`config.mk`:
```
export PLATFORM = sky130hd
export DESIGN_NAME = seg_scan_mux_flat
export DESIGN_NICKNAME = d
export VERILOG_FILES = /design/src/rtl/seg_pkg.sv /design/src/rtl/seg_scan_mux_if.sv /design/src/rtl/seg_hex_decode.sv /design/src/rtl/seg_scan_mux.sv /design/src/flat_wrapper.sv
export SDC_FILE = /design/constraint.sdc
export NUM_CORES = 1
export LEC_CHECK = 0
export ABC_AREA = 1
export CORE_ASPECT_RATIO = 0.6
export CORE_MARGIN = 2
export CORE_UTILIZATION = 50
export DETAILED_ROUTE_END_ITERATION = 10
export PLACE_DENSITY = 0.76
export SYNTH_ARGS = -nofsm -noshare
export SYNTH_HDL_FRONTEND = slang
export SYNTH_SLANG_ARGS = --single-unit
export TNS_END_PERCENT = 30
```
`constraint.sdc`:
```
create_clock -name CLK -period 2.21 [get_ports CLK]
set_input_delay 0.442 -clock CLK [delete_from_list [all_inputs] [get_ports CLK]]
set_output_delay 0.442 -clock CLK [all_outputs]
set_load 0.01 [all_outputs]
```
`src/rtl/seg_pkg.sv`:
```
// Shared constants for the seven-segment scan driver: PWM step count,
// segment bit positions and the active-high hex-to-segment table.
package seg_pkg;

  localparam int SEG_PWM_STEPS = 16;

  localparam int SEG_A = 0;
  localparam int SEG_B = 1;
  localparam int SEG_C = 2;
  localparam int SEG_D = 3;
  localparam int SEG_E = 4;
  localparam int SEG_F = 5;
  localparam int SEG_G = 6;

  // Bits are G..A, a 1 lights the segment.
  localparam logic [6:0] HEX_SEG [16] = '{
    7'b0111111, 7'b0000110, 7'b1011011, 7'b1001111,
    7'b1100110, 7'b1101101, 7'b1111101, 7'b0000111,
    7'b1111111, 7'b1101111, 7'b1110111, 7'b1111100,
    7'b0111001, 7'b1011110, 7'b1111001, 7'b1110001
  };

endpackage

```
`src/rtl/seg_scan_mux_if.sv`:
```
// Display bus between the core's OUT port (master) and the scan driver (slave).
interface seg_scan_mux_if #(
  parameter int DIGITS = 8
);
  logic [4*DIGITS-1:0] NUM;
  logic [DIGITS-1:0]   DP;
  logic [3:0]          BRIGHT;
  logic                BLANK;
  logic [DIGITS-1:0]   DS_EN;
  logic [6:0]          DS_SEG;
  logic                DS_DP;
  logic                FRAME;

  modport master (
    output NUM, DP, BRIGHT, BLANK,
    input  DS_EN, DS_SEG, DS_DP, FRAME
  );

  modport slave (
    input  NUM, DP, BRIGHT, BLANK,
    output DS_EN, DS_SEG, DS_DP, FRAME
  );
endinterface

```
`src/rtl/seg_hex_decode.sv`:
```
// Combinational hex nibble to active-high segment pattern (bits G..A).
module seg_hex_decode
  import seg_pkg::*;
(
  input  logic [3:0] nibble,
  output logic [6:0] seg
);

  assign seg = HEX_SEG[nibble];

endmodule

```
`src/rtl/seg_scan_mux.sv`:
```
// Multiplexed seven-segment driver with per-digit DP, 16-level PWM and a
// frame-synchronous input latch. Define SEG_SCAN_LZB_EN for leading-zero blanking.
module seg_scan_mux
  import seg_pkg::*;
#(
  parameter int DIGITS         = 8,
  parameter int SLOT_CYCLES    = 4096,
  parameter bit SEG_ACTIVE_LOW = 1'b1,
  parameter bit EN_ACTIVE_LOW  = 1'b1
) (
  input logic          CLK,
  input logic          RST,
  seg_scan_mux_if.slave bus
);

  localparam int STEP  = SLOT_CYCLES / SEG_PWM_STEPS;
  localparam int PRE_W = (STEP > 1) ? $clog2(STEP) : 1;
  localparam int IDX_W = $clog2(DIGITS);

  localparam logic [PRE_W-1:0]  PRE_LAST = PRE_W'(STEP - 1);
  localparam logic [IDX_W-1:0]  IDX_LAST = IDX_W'(DIGITS - 1);
  localparam logic [6:0]        SEG_INV  = SEG_ACTIVE_LOW ? 7'h7F : 7'h00;
  localparam logic              DP_INV   = SEG_ACTIVE_LOW;
  localparam logic [DIGITS-1:0] EN_INV   = EN_ACTIVE_LOW ? '1 : '0;

  logic [PRE_W-1:0]       pre;
  logic [3:0]             step;
  logic [IDX_W-1:0]       idx;
  logic [DIGITS-1:0][3:0] shadow_num;
  logic [DIGITS-1:0]      shadow_dp;

  // Output registers hold the active-high form; pin polarity is applied on the way out.
  logic [DIGITS-1:0] en_q;
  logic [6:0]        seg_q;
  logic              dp_q;
  logic              frame_q;

  logic              pre_wrap;
  logic              slot_end;
  logic              frame_end;
  logic [3:0]        cur_nibble;
  logic [6:0]        dec_seg;
  logic              digit_blank;
  logic [6:0]        lit_seg;
  logic              lit_dp;
  logic [DIGITS-1:0] en_next;

  assign pre_wrap  = (pre == PRE_LAST);
  assign slot_end  = pre_wrap && (step == 4'hF);
  assign frame_end = slot_end && (idx == IDX_LAST);

  assign cur_nibble = shadow_num[idx];

  seg_hex_decode u_hex_decode (
    .nibble (cur_nibble),
    .seg    (dec_seg)
  );

`ifdef SEG_SCAN_LZB_EN
  logic [DIGITS-1:0] lz_blank;
  logic              zero_run;

  // A digit is blanked only if it and every more-significant digit are zero.
  always_comb begin
    // NOTE: every always_comb output gets a default first so no path leaves it unassigned (no latch).
    lz_blank = '0;
    zero_run = 1'b1;
    for (int i = DIGITS - 1; i > 0; i--) begin
      zero_run    = zero_run && (shadow_num[i] == 4'h0);
      lz_blank[i] = zero_run;
    end
  end

  assign digit_blank = lz_blank[idx];
`else
  assign digit_blank = 1'b0;
`endif

  assign lit_seg = digit_blank ? 7'h00 : dec_seg;
  assign lit_dp  = !digit_blank && shadow_dp[idx];

  // step 15 is never below BRIGHT, so every slot ends with STEP dark cycles.
  assign en_next = ((step < bus.BRIGHT) && !bus.BLANK) ? (DIGITS'(1) << idx) : '0;

  always_ff @(posedge CLK) begin
    // NOTE: sequential state uses non-blocking assignments so every register sees pre-edge values.
    if (RST) begin
      pre        <= '0;
      step       <= '0;
      idx        <= '0;
      // NOTE: the shadow registers are reset on purpose: the first frame must display zeros.
      shadow_num <= '0;
      shadow_dp  <= '0;
      en_q       <= '0;
      seg_q      <= '0;
      dp_q       <= 1'b0;
      frame_q    <= 1'b0;
    end else begin
      pre <= pre_wrap ? '0 : pre + PRE_W'(1);
      if (pre_wrap) begin
        step <= step + 4'd1;
      end
      if (slot_end) begin
        idx <= (idx == IDX_LAST) ? '0 : idx + IDX_W'(1);
      end
      if (frame_end) begin
        shadow_num <= bus.NUM;
        shadow_dp  <= bus.DP;
      end
      frame_q <= frame_end;
      en_q    <= en_next;
      seg_q   <= lit_seg;
      dp_q    <= lit_dp;
    end
  end

  assign bus.DS_EN  = en_q ^ EN_INV;
  assign bus.DS_SEG = seg_q ^ SEG_INV;
  assign bus.DS_DP  = dp_q ^ DP_INV;
  assign bus.FRAME  = frame_q;

endmodule

```
`src/flat_wrapper.sv`:
```
// flat-port wrapper written by rule: the top's interface ports become plain ports
module seg_scan_mux_flat import seg_pkg::*;
#(
  parameter int DIGITS         = 8,
  parameter int SLOT_CYCLES    = 4096,
  parameter bit SEG_ACTIVE_LOW = 1'b1,
  parameter bit EN_ACTIVE_LOW  = 1'b1
)
  (CLK, RST, bus_NUM, bus_DP, bus_BRIGHT, bus_BLANK, bus_DS_EN, bus_DS_SEG, bus_DS_DP, bus_FRAME);
  seg_scan_mux_if #(.DIGITS(DIGITS)) bus_i ();
  input logic CLK;
  input logic RST;
  input wire logic [$bits(bus_i.NUM)-1:0] bus_NUM;
  input wire logic [$bits(bus_i.DP)-1:0] bus_DP;
  input wire logic [$bits(bus_i.BRIGHT)-1:0] bus_BRIGHT;
  input wire logic [$bits(bus_i.BLANK)-1:0] bus_BLANK;
  output wire logic [$bits(bus_i.DS_EN)-1:0] bus_DS_EN;
  output wire logic [$bits(bus_i.DS_SEG)-1:0] bus_DS_SEG;
  output wire logic [$bits(bus_i.DS_DP)-1:0] bus_DS_DP;
  output wire logic [$bits(bus_i.FRAME)-1:0] bus_FRAME;
  assign bus_i.NUM = bus_NUM;
  assign bus_i.DP = bus_DP;
  assign bus_i.BRIGHT = bus_BRIGHT;
  assign bus_i.BLANK = bus_BLANK;
  assign bus_DS_EN = bus_i.DS_EN;
  assign bus_DS_SEG = bus_i.DS_SEG;
  assign bus_DS_DP = bus_i.DS_DP;
  assign bus_FRAME = bus_i.FRAME;
  seg_scan_mux #(.DIGITS(DIGITS), .SLOT_CYCLES(SLOT_CYCLES), .SEG_ACTIVE_LOW(SEG_ACTIVE_LOW), .EN_ACTIVE_LOW(EN_ACTIVE_LOW)) u_core (.CLK(CLK), .RST(RST), .bus(bus_i));
endmodule
```
==> Word-level counts from Yosys, hierarchy flattened <==
Memory sizes are Yosys's and may differ from the RTL's. A register that Yosys moved wholly into a read port is not among the register bits.
Index checks and enable logic that the tools add are counted.
{ "totals": {"ff_bits": 65, "mem_bits_ro": 112, "input_bits": 47, "wordCells": 41, "mem_count": 1} }
{ "classes": {"n_addsub": 3, "order_cmp": 2, "eq_ne": 3, "n_shift": 1, "muxes": 5, "bitwise": 5, "reduce_logical": 6} }
{ "memory_table": {"columns": ["memory", "depth", "word_bits", "rd", "rd_clocked_by_memory_dff", "wr", "line", "rtl"], "rows": [
  ["(name not given)", 16, 7, 1, 1, 0, "seg_hex_decode.sv:9", "assign seg = HEX_SEG[nibble];"]
]} }
{ "ops": {"columns": ["operator", "count"], "rows": [
  ["binary-select mux 4 bit (select 3 bit)", 1],
  ["adder 8 x 1 -> 8 bit, second input constant", 1],
  ["equality test 8 bit, second input constant", 1],
  ["NOT 8 bit", 1],
  ["left shift 1 x 3 -> 8 bit, first input constant", 1],
  ["NOT 7 bit", 1],
  ["NOT 4 -> 5 bit", 1],
  ["adder 4 x 1 -> 4 bit, second input constant", 1],
  ["equality test 4 bit, second input constant", 1],
  ["less-than comparator 3 x 4 -> 1 bit, second input constant", 1],
  ["less-than comparator 4 bit", 1],
  ["two-way mux 4 bit", 1],
  ["OR reduction 2 bit", 2],
  ["adder 3 x 1 -> 3 bit, second input constant", 1],
  ["binary-select mux 1 bit (select 3 bit)", 1],
  ["equality test 3 bit, second input constant", 1],
  ["logical AND 1 bit", 3],
  ["two-way mux 3 bit", 1],
  ["NOT 1 bit", 2],
  ["zero test 1 bit", 1],
  ["two-way mux 1 bit", 1]
]} }

==> Longest topological paths before layout <==
Gate-level depths: netlist of run 1.
{ "depth": {"word_depth": 4, "ltp_mapped": 14, "mapped_depth_nobuf": 13} }

==> By module <==
Synthesis of run 1 repeated with hierarchy kept, for this count alone.
{ "hier_totals": {"cells_unflattened": 466, "hier_area_um2": 3340.7} }
{ "by_module_without_submodules": {"columns": ["mod", "n_inst", "cells_each", "area_per_inst_um2", "seq_area_each_um2"], "rows": [
  ["seg_scan_mux", 1, 412, 3055.4, 1441.4],
  ["seg_hex_decode", 1, 54, 285.3, 0.0]
]} }

==> Least setup slack after synthesis of run 1 <==
Ideal clock, no wire load.
{ "synth_timing": {"path_type": "reg2reg", "from": "reg u_core.idx[0]", "to": "reg u_core.seg_q[0]", "arrival_time_ns": 1.675, "t_required_ns": 2.140, "slack_ns": 0.464, "path_stages_with_launch": 11, "synth_period_minus_slack_ns": 1.746, "path_cell_list": "dfxtp_1 > buf_4 > nand2_1 > nand3_1 > nand2_1 > o21ai_1 > inv_1 > ha_1 > nand3_1 > nand3_1 > a21oi_1"} }
{ "synth_via": {"elab_chain_len": 3} }
{ "synth_lines": {"columns": ["item", "line", "rtl"], "rows": [
  ["start, declared", "seg_scan_mux.sv:28", "logic [IDX_W-1:0] idx;"],
  ["start signal, assigned", "seg_scan_mux.sv:104", "idx <= (idx == IDX_LAST) ? '0 : idx + IDX_W'(1);"],
  ["binary-select mux 4 bit (select 3 bit)", "seg_scan_mux.sv:52", "assign cur_nibble = shadow_num[idx];"],
  ["two-way mux 4 bit (implied by the code)", "seg_scan_mux.sv:52", null],
  ["NOT 4 -> 5 bit (implied by the code)", "seg_hex_decode.sv:9", null],
  ["end, declared", "seg_scan_mux.sv:34", "logic [6:0] seg_q;"]
]} }
No other way between the ends. The select of a mux whose other input is x is not followed.
A chain may end at the register's enable or synchronous reset.

==> Worst setup path in the final report of run 1 <==
{ "layout_timing": {"from": "reg u_core.step[1]", "to": "reg u_core.shadow_num[8] (netlist bit)"} }
{ "layout_via": {"elab_chain_len": 3} }
{ "layout_lines": {"columns": ["item", "line", "rtl"], "rows": [
  ["start, declared", "seg_scan_mux.sv:27", "logic [3:0] step;"],
  ["start signal, assigned", "seg_scan_mux.sv:101", "step <= step + 4'd1;"],
  ["equality test 4 bit", "seg_scan_mux.sv:49", "assign slot_end = pre_wrap && (step == 4'hF);"],
  ["logical AND 1 bit", "seg_scan_mux.sv:49", null],
  ["logical AND 1 bit", "seg_scan_mux.sv:50", "assign frame_end = slot_end && (idx == IDX_LAST);"],
  ["end signal, assigned", "seg_scan_mux.sv:107", "shadow_num <= bus.NUM;"],
  ["end, declared", "seg_scan_mux.sv:29", "logic [DIGITS-1:0][3:0] shadow_num;"]
]} }
No other way between the ends.

==> results.sh, run 1 <==
export IMPL_die_h_um=69.4
export IMPL_hpwl_mm=5.75
export IMPL_yosysSeqAreaShare=0.404
export IMPL_grt_usage=0.223
export IMPL_relSlewSlack=0.649
export IMPL_ys_seq_elements=72
export IMPL_path_buf_inv=2
export IMPL_combPwrFrac=0.047
export IMPL_r2r_start="u_core.step[1]$_SDFFE_PP0P_"
export IMPL_cts_root_buf="clkbuf_16"
export IMPL_synth_cells=482
export IMPL_io_pin_count=64
export IMPL_hold_start="u_core.pre[0]$_SDFF_PP0_"
export IMPL_wl_per_cell_um=13.0
export IMPL_path_cells="ha_1, inv_1, nor2_1, nand2_4, inv_8, nand2_4, nand2_1, a21oi_1"
export IMPL_avgSynthCellArea_um2=7.40
export IMPL_min_to="u_core.pre[0]$_SDFF_PP0_"
export IMPL_crit_path_max_fanout=44
export IMPL_grt_max_degree=51
export IMPL_max_cap_viol_count=0
export IMPL_final_hold_viol_count=0
export IMPL_p_int_mw=2.48
export IMPL_sw_frac_of_total=0.192
export IMPL_viasPerCell=5.07
export IMPL_r2r_cells=8
export IMPL_worst_slew_pin_slew_ns=0.527
export IMPL_final_nets=604
export IMPL_finalSetupViolations=0
export IMPL_fin_crit_sh=0.878
export IMPL_drt_pass1_iter_count=8
export IMPL_rr_endpoint="u_core.shadow_num[8]$_SDFFE_PP0P_"
export IMPL_maxSlewViolCount=0
export IMPL_crit_slowest_cell="dfxtp_1"
export IMPL_grt_antenna_before_repair=0
export IMPL_critPathMaxStageDelay_ns=0.43
export IMPL_r2r_slack_ns=0.27
export IMPL_place_gp_congestion=0.869
export IMPL_worst_ep_arrival_time_ns=2.13
export IMPL_hold_buffers=0
export IMPL_critPathKind="flip-flop to flip-flop"
export IMPL_finalPower_mw=3.07
export IMPL_synthesis_nets=546
export IMPL_wirelength_mm=8.19
export IMPL_cpMostUsedCell="nand2_4"
export IMPL_final_cell_mix="nand2_1 (118), dfxtp_1 (72), nand3_1 (69)"
export IMPL_outcome="complete, but fails checks"
export IMPL_drc=5
export IMPL_path_clk_slew_ns=0.06
export IMPL_ant_nets=0
export IMPL_dr_first_iter_drc_count=210
export IMPL_diodes=0
export IMPL_p_switching_mw=0.591
export IMPL_p_per_area_nw_per_um2=686
export IMPL_endpoint_kind="flip-flop"
export IMPL_grt_pass1_wl_mm=14.2
export IMPL_holdPathStages=1
export IMPL_max_vdd_ir_drop_mv=0.295
export IMPL_first_global_vias=3066
export IMPL_clk_latency_ns=0.33
export IMPL_clock_skew_ns=0.00346
export IMPL_clockBufferDepth=2
export IMPL_rsz0062_at_grt="false"
export IMPL_hp_class="flip-flop to flip-flop"
export IMPL_violations="DRC"
export IMPL_clockPowerShare=0.525
export IMPL_drive_gt1_frac=0.0862
export IMPL_cts_sinks=72
export IMPL_portBuffers=63
export IMPL_yosysWarnings=0
export IMPL_syn_cell_area_um2=3570
export IMPL_cp_required_ns=2.40
export IMPL_grt_remaining_overflow=0
export IMPL_numCtsBuffers=9
export IMPL_fmax_mhz=516
export IMPL_min_period_ns=1.94
export IMPL_finalSetupTns_ns=0
export IMPL_ys_types=34
export IMPL_die_x_um=113
export IMPL_num_rows=23
export IMPL_initial_core_util=0.525
export IMPL_htree_num_levels=3
export IMPL_cts_tree="built"
export IMPL_dieArea_um2=7850
export IMPL_dp_slack_ns=0.0870
export IMPL_leakage_nw=1.74
export IMPL_pwr_share_seq=0.428
export IMPL_n_fill_cell=595
export IMPL_final_common_cell="nand2_1"
export IMPL_crit_start="u_core.step[1]$_SDFFE_PP0P_"
export IMPL_area_growth_syn_to_layout_pct=25.6
export IMPL_vias=3207
export IMPL_core_area_um2=6790
export IMPL_cp_start_kind="flip-flop"
export IMPL_path_delay_family="simple AND/OR/NAND/NOR gates"
export IMPL_setup_ws_ns=0.270
registers in the layout, indices dropped and copies added (netlist names):
| name | flops |
|---|---|
| u_core.dp_q | 1 |
| u_core.idx | 3 |
| u_core.step | 4 |
| u_core.shadow_num | 32 |
| u_core.seg_q | 7 |
| u_core.en_q | 8 |
| u_core.pre | 8 |
| u_core.bus.FRAME | 1 |
| u_core.shadow_dp | 8 |
cell usage after synthesis:
library cell | count | area [um2]
a21boi_0 | 1 | 7.51
a21oi_1 | 53 | 265
a21oi_2 | 1 | 8.76
a31oi_1 | 2 | 12.5
buf_12 | 1 | 20.0
buf_2 | 3 | 15.0
buf_4 | 3 | 22.5
buf_6 | 7 | 78.8
buf_8 | 3 | 45.0
clkbuf_1 | 5 | 18.8
clkbuf_8 | 3 | 41.3
dfxtp_1 | 72 | 1440
ha_1 | 17 | 213
inv_1 | 48 | 180
inv_2 | 5 | 18.8
inv_8 | 1 | 11.3
nand2_1 | 119 | 447
nand2_2 | 2 | 12.5
nand2_4 | 3 | 33.8
nand3_1 | 69 | 345
nand3_2 | 3 | 30.0
nand3b_1 | 1 | 7.51
nand4_1 | 3 | 18.8
nor2_1 | 31 | 116
nor3_2 | 1 | 10.0
nor3b_1 | 1 | 7.51
nor4_1 | 1 | 6.26
o21ai_0 | 14 | 70.1
o21ai_1 | 1 | 5.00
o21ai_2 | 1 | 8.76
o21bai_1 | 1 | 7.51
or2_2 | 4 | 25.0
xnor2_1 | 1 | 8.76
xor2_1 | 1 | 8.76
final cells by class:
| type | count | area (um2) | area share |
|---|---|---|---|
| Multi-Input combinational cell | 331 | 1680 | 0.374 |
| Timing Repair Buffer | 72 | 698 | 0.156 |
| Sequential cell | 72 | 1440 | 0.322 |
| Clock buffer | 12 | 267 | 0.0595 |
| Tap cell | 87 | 109 | 0.0243 |
| Clock inverter | 4 | 75.1 | 0.0168 |
| Inverter | 54 | 213 | 0.0475 |
metal layers:
metal  track usage  up-vias  part of all wire
met2         0.328      120              0.41
li1              -     1665                 -
met4        0.0881        0             0.010
met1         0.314     1414              0.50
met5             0        -                 0
met3        0.0551        8             0.078
kinds of logic (layout without fill, tap and decap cells):
logic type / after synthesis / after routing / share of synthesized area
AND/OR/NAND/NOR: 238 / 238 / 0.297
buffers and inverters: 79 / 142 / 0.127
AO/OA/AOI/OAI: 74 / 74 / 0.108
flip-flops: 72 / 72 / 0.404
adder cells (fa/ha/maj): 17 / 17 / 0.0596
XOR/XNOR: 2 / 2 / 0.00491
power by group through the flow:
stage	sequential (mW)	combinational (mW)	clock (mW)
3_5_place_dp	1.34	0.145	0
5_1_grt	1.32	0.157	1.70
2_1_floorplan	1.34	0.0433	0
4_1_cts	1.31	0.145	1.64
3_3_place_gp	1.34	0.141	0
6_report	1.32	0.144	1.62
through the flow:
| step | area, um2 | hold slack [ns] | util | instances |
|---|---|---|---|---|
| detailed placement | 4130 | 0.443 | 0.609 | 616 |
| floorplan | 3570 | 0.418 | - | 482 |
| global route | 4480 | 0.483 | 0.660 | 632 |
| global placement | 4130 | 0.434 | 0.609 | 616 |
| CTS | 4480 | 0.451 | 0.659 | 632 |
| finish | 4480 | 0.453 | 0.660 | 632 |
worst max-delay path by stage:
stage                                               endpoint  cells past startpoint
after global placement             u_core.en_q[2]$_SDFF_PP0_                      8
final                      u_core.shadow_num[8]$_SDFFE_PP0P_                      8
after detailed placement           u_core.en_q[2]$_SDFF_PP0_                      8
after floorplan                   u_core.seg_q[0]$_SDFF_PP0_                     10
after CTS                 u_core.shadow_num[23]$_SDFFE_PP0P_                      8
after global routing              u_core.seg_q[1]$_SDFF_PP0_                     12
what timing repair did:
action                     in CTS  in global routing
resized for setup               0                  3
setup buffers                   0                  0
setup endpoints to repair       0                  1
Power figures use the tool's default switching activity.
==> run 2, diff against run 1 <==
--- a/config.mk
+++ b/config.mk
@@ -10,6 +10,7 @@
 export CORE_MARGIN = 2
 export CORE_UTILIZATION = 50
 export DETAILED_ROUTE_END_ITERATION = 10
+export GPL_TIMING_DRIVEN = 0
 export PLACE_DENSITY = 0.76
 export SYNTH_ARGS = -nofsm -noshare
 export SYNTH_HDL_FRONTEND = slang
==> run 2 against run 1 <==
  * The flow still finishes with violations (DRC)
  * Critical path depth grew 2
  * Total power grew 0.51%
  * Sequential power is essentially flat
  * Via count grew 4.3%
  * Clock power is essentially flat
  * Final cell count grew 2.4%
  * Fmax shrank 4.2%
  * Worst setup slack lost 0.085 ns
  * Largest cell class unchanged
  * Largest power group unchanged
==> results.sh, run 2 (same netlist as run 1, synthesis figures left out) <==
export IMPL_fin_crit_sh=0.916
export IMPL_finalSetupTns_ns=0
export IMPL_initial_core_util=0.525
export IMPL_crit_slowest_cell="dfxtp_1"
export IMPL_grt_pass1_wl_mm=14.4
export IMPL_outcome="complete, but fails checks"
export IMPL_vias=3346
export IMPL_max_cap_viol_count=0
export IMPL_grt_antenna_before_repair=0
export IMPL_place_area_um2=4300
export IMPL_clockBufferDepth=2
export IMPL_dr_first_iter_drc_count=164
export IMPL_place_gp_congestion=0.871
export IMPL_design_area_um2=4650
export IMPL_leakage_nw=1.82
export IMPL_fmax_mhz=494
export IMPL_final_cell_mix="nand2_1 (119), dfxtp_1 (71), nand3_1 (69)"
export IMPL_wl_per_cell_um=13.7
export IMPL_drc=5
export IMPL_critPathMaxStageDelay_ns=0.45
export IMPL_numCtsBuffers=9
export IMPL_num_rows=23
export IMPL_portBuffers=62
export IMPL_drt_pass1_iter_count=8
export IMPL_finalPower_mw=3.09
export IMPL_path_buf_inv=3
export IMPL_grt_use_met1=0.311
export IMPL_clock_skew_ns=0.00470
export IMPL_htree_num_levels=3
export IMPL_regMostFlops="u_core.shadow_num"
export IMPL_dieArea_um2=7850
export IMPL_clk_latency_ns=0.33
export IMPL_worst_ep_arrival_time_ns=2.22
export IMPL_first_global_vias=3091
export IMPL_cp_depth=10
export IMPL_largest_register_ffs=32
export IMPL_maxSlewViolCount=0
export IMPL_die_h_um=69.4
export IMPL_crit_path_max_fanout=10
export IMPL_viasPerCell=5.17
export IMPL_hp_class="flip-flop to flip-flop"
export IMPL_wirelength_mm=8.87
export IMPL_die_x_um=113
export IMPL_cpMostUsedCell="nand2_1"
export IMPL_path_cells="buf_2, nand3_1, nand2_1, nand2_1, nand2_1, inv_1, ha_1, inv_1, o21ai_0, a21oi_1"
export IMPL_finalSetupViolations=0
export IMPL_core_area_um2=6790
export IMPL_final_nets=619
export IMPL_cts_setup_buffers=0
export IMPL_min_period_ns=2.02
export IMPL_grt_max_degree=13
export IMPL_diodes=0
export IMPL_stdcell_count=647
export IMPL_drive_gt1_frac=0.107
export IMPL_p_per_area_nw_per_um2=665
export IMPL_grt_busiest_layer="met2"
export IMPL_critPathKind="flip-flop to flip-flop"
export IMPL_final_hold_viol_count=0
export IMPL_r2r_cells=10
export IMPL_grt_met2_usage=0.375
export IMPL_place_inst=631
export IMPL_grt_usage=0.232
export IMPL_cts_root_buf="clkbuf_16"
export IMPL_r2r_slack_ns=0.19
export IMPL_rsz0062_at_grt="false"
export IMPL_cts_tree="built"
export IMPL_max_vdd_ir_drop_mv=0.441
export IMPL_grt_remaining_overflow=0
export IMPL_relSlewSlack=0.627
export IMPL_ant_nets=0
export IMPL_worst_slew_pin_slew_ns=0.559
export IMPL_cp_start_kind="flip-flop"
export IMPL_path_delay_family="buffers and inverters"
export IMPL_cp_required_ns=2.41
export IMPL_endpoint_kind="flip-flop"
export IMPL_final_common_cell="nand2_1"
export IMPL_path_clk_slew_ns=0.06
export IMPL_hpwl_mm=6.39
export IMPL_hold_buffers=0
export IMPL_cts_sinks=72
export IMPL_violations="DRC"
export IMPL_io_pin_count=64
export IMPL_area_growth_syn_to_layout_pct=30.2
export IMPL_holdPathStages=1
export IMPL_use_met3=0.0551
-- run 2: worst register-to-register path: stages, from the launching register on --
cell	delay (ns)
dfxtp_1	0.45
buf_2	0.30
nand3_1	0.11
nand2_1	0.08
nand2_1	0.06
nand2_1	0.18
inv_1	0.12
ha_1	0.28
inv_1	0.05
o21ai_0	0.16
a21oi_1	0.09
-- run 2: final cells by class --
cell class              count  area [um2]
repair buffers             62         621
inverters                  54         210
plain buffers              25         243
flip-flops and latches     72        1440
well taps                  87         109
clock inverters             4        75.1
clock buffers              12         267
multi-input cells         331        1680
fillers                   585        2150
-- run 2: routing by layer --
metal | up-vias | wire length [um]
met5 | - | 0
met4 | 0 | 81
met3 | 10 | 569
met2 | 115 | 3910
met1 | 1517 | 4310
li1 | 1704 | -
-- run 2: what timing repair did --
action                                  CTS  global route
endpoints found under the setup margin    0             7
resized for setup                         0             4
hold endpoints to repair                  0             0
-- run 2: report_power, final --
| part | switching, mW | internal [mW] |
|---|---|---|
| combinational | 0.0529 | 0.0979 |
| sequential | 0.00489 | 1.31 |
| clock | 0.545 | 1.08 |
-- run 2: path summary, 6_finish.rpt --
path / startpoint / endpoint
hold / removal: u_core.pre[0]$_SDFF_PP0_ / u_core.pre[0]$_SDFF_PP0_
setup / recovery: u_core.idx[1]$_SDFFE_PP0P_ / u_core.seg_q[1]$_SDFF_PP0_
setup reg to reg: u_core.idx[1]$_SDFFE_PP0P_ / u_core.seg_q[1]$_SDFF_PP0_
hold reg to reg: u_core.pre[0]$_SDFF_PP0_ / u_core.pre[0]$_SDFF_PP0_
-- run 2: per-stage QoR --
step,util,setup WS (ns),hold WS (ns)
6_report,0.684,0.185,0.447
5_1_grt,0.684,0.0487,0.466
4_1_cts,0.683,0.0462,0.448
3_5_place_dp,0.633,0.0696,0.435
3_3_place_gp,0.633,0.111,0.430
2_1_floorplan,-,0.464,0.418
==> run 3, diff against run 2 <==
--- a/config.mk
+++ b/config.mk
@@ -15,4 +15,4 @@
 export SYNTH_ARGS = -nofsm -noshare
 export SYNTH_HDL_FRONTEND = slang
 export SYNTH_SLANG_ARGS = --single-unit
-export TNS_END_PERCENT = 30
+export TNS_END_PERCENT = 50
==> results of run 3 <==
Final layout, timing and power as in run 2 (identical DEF).
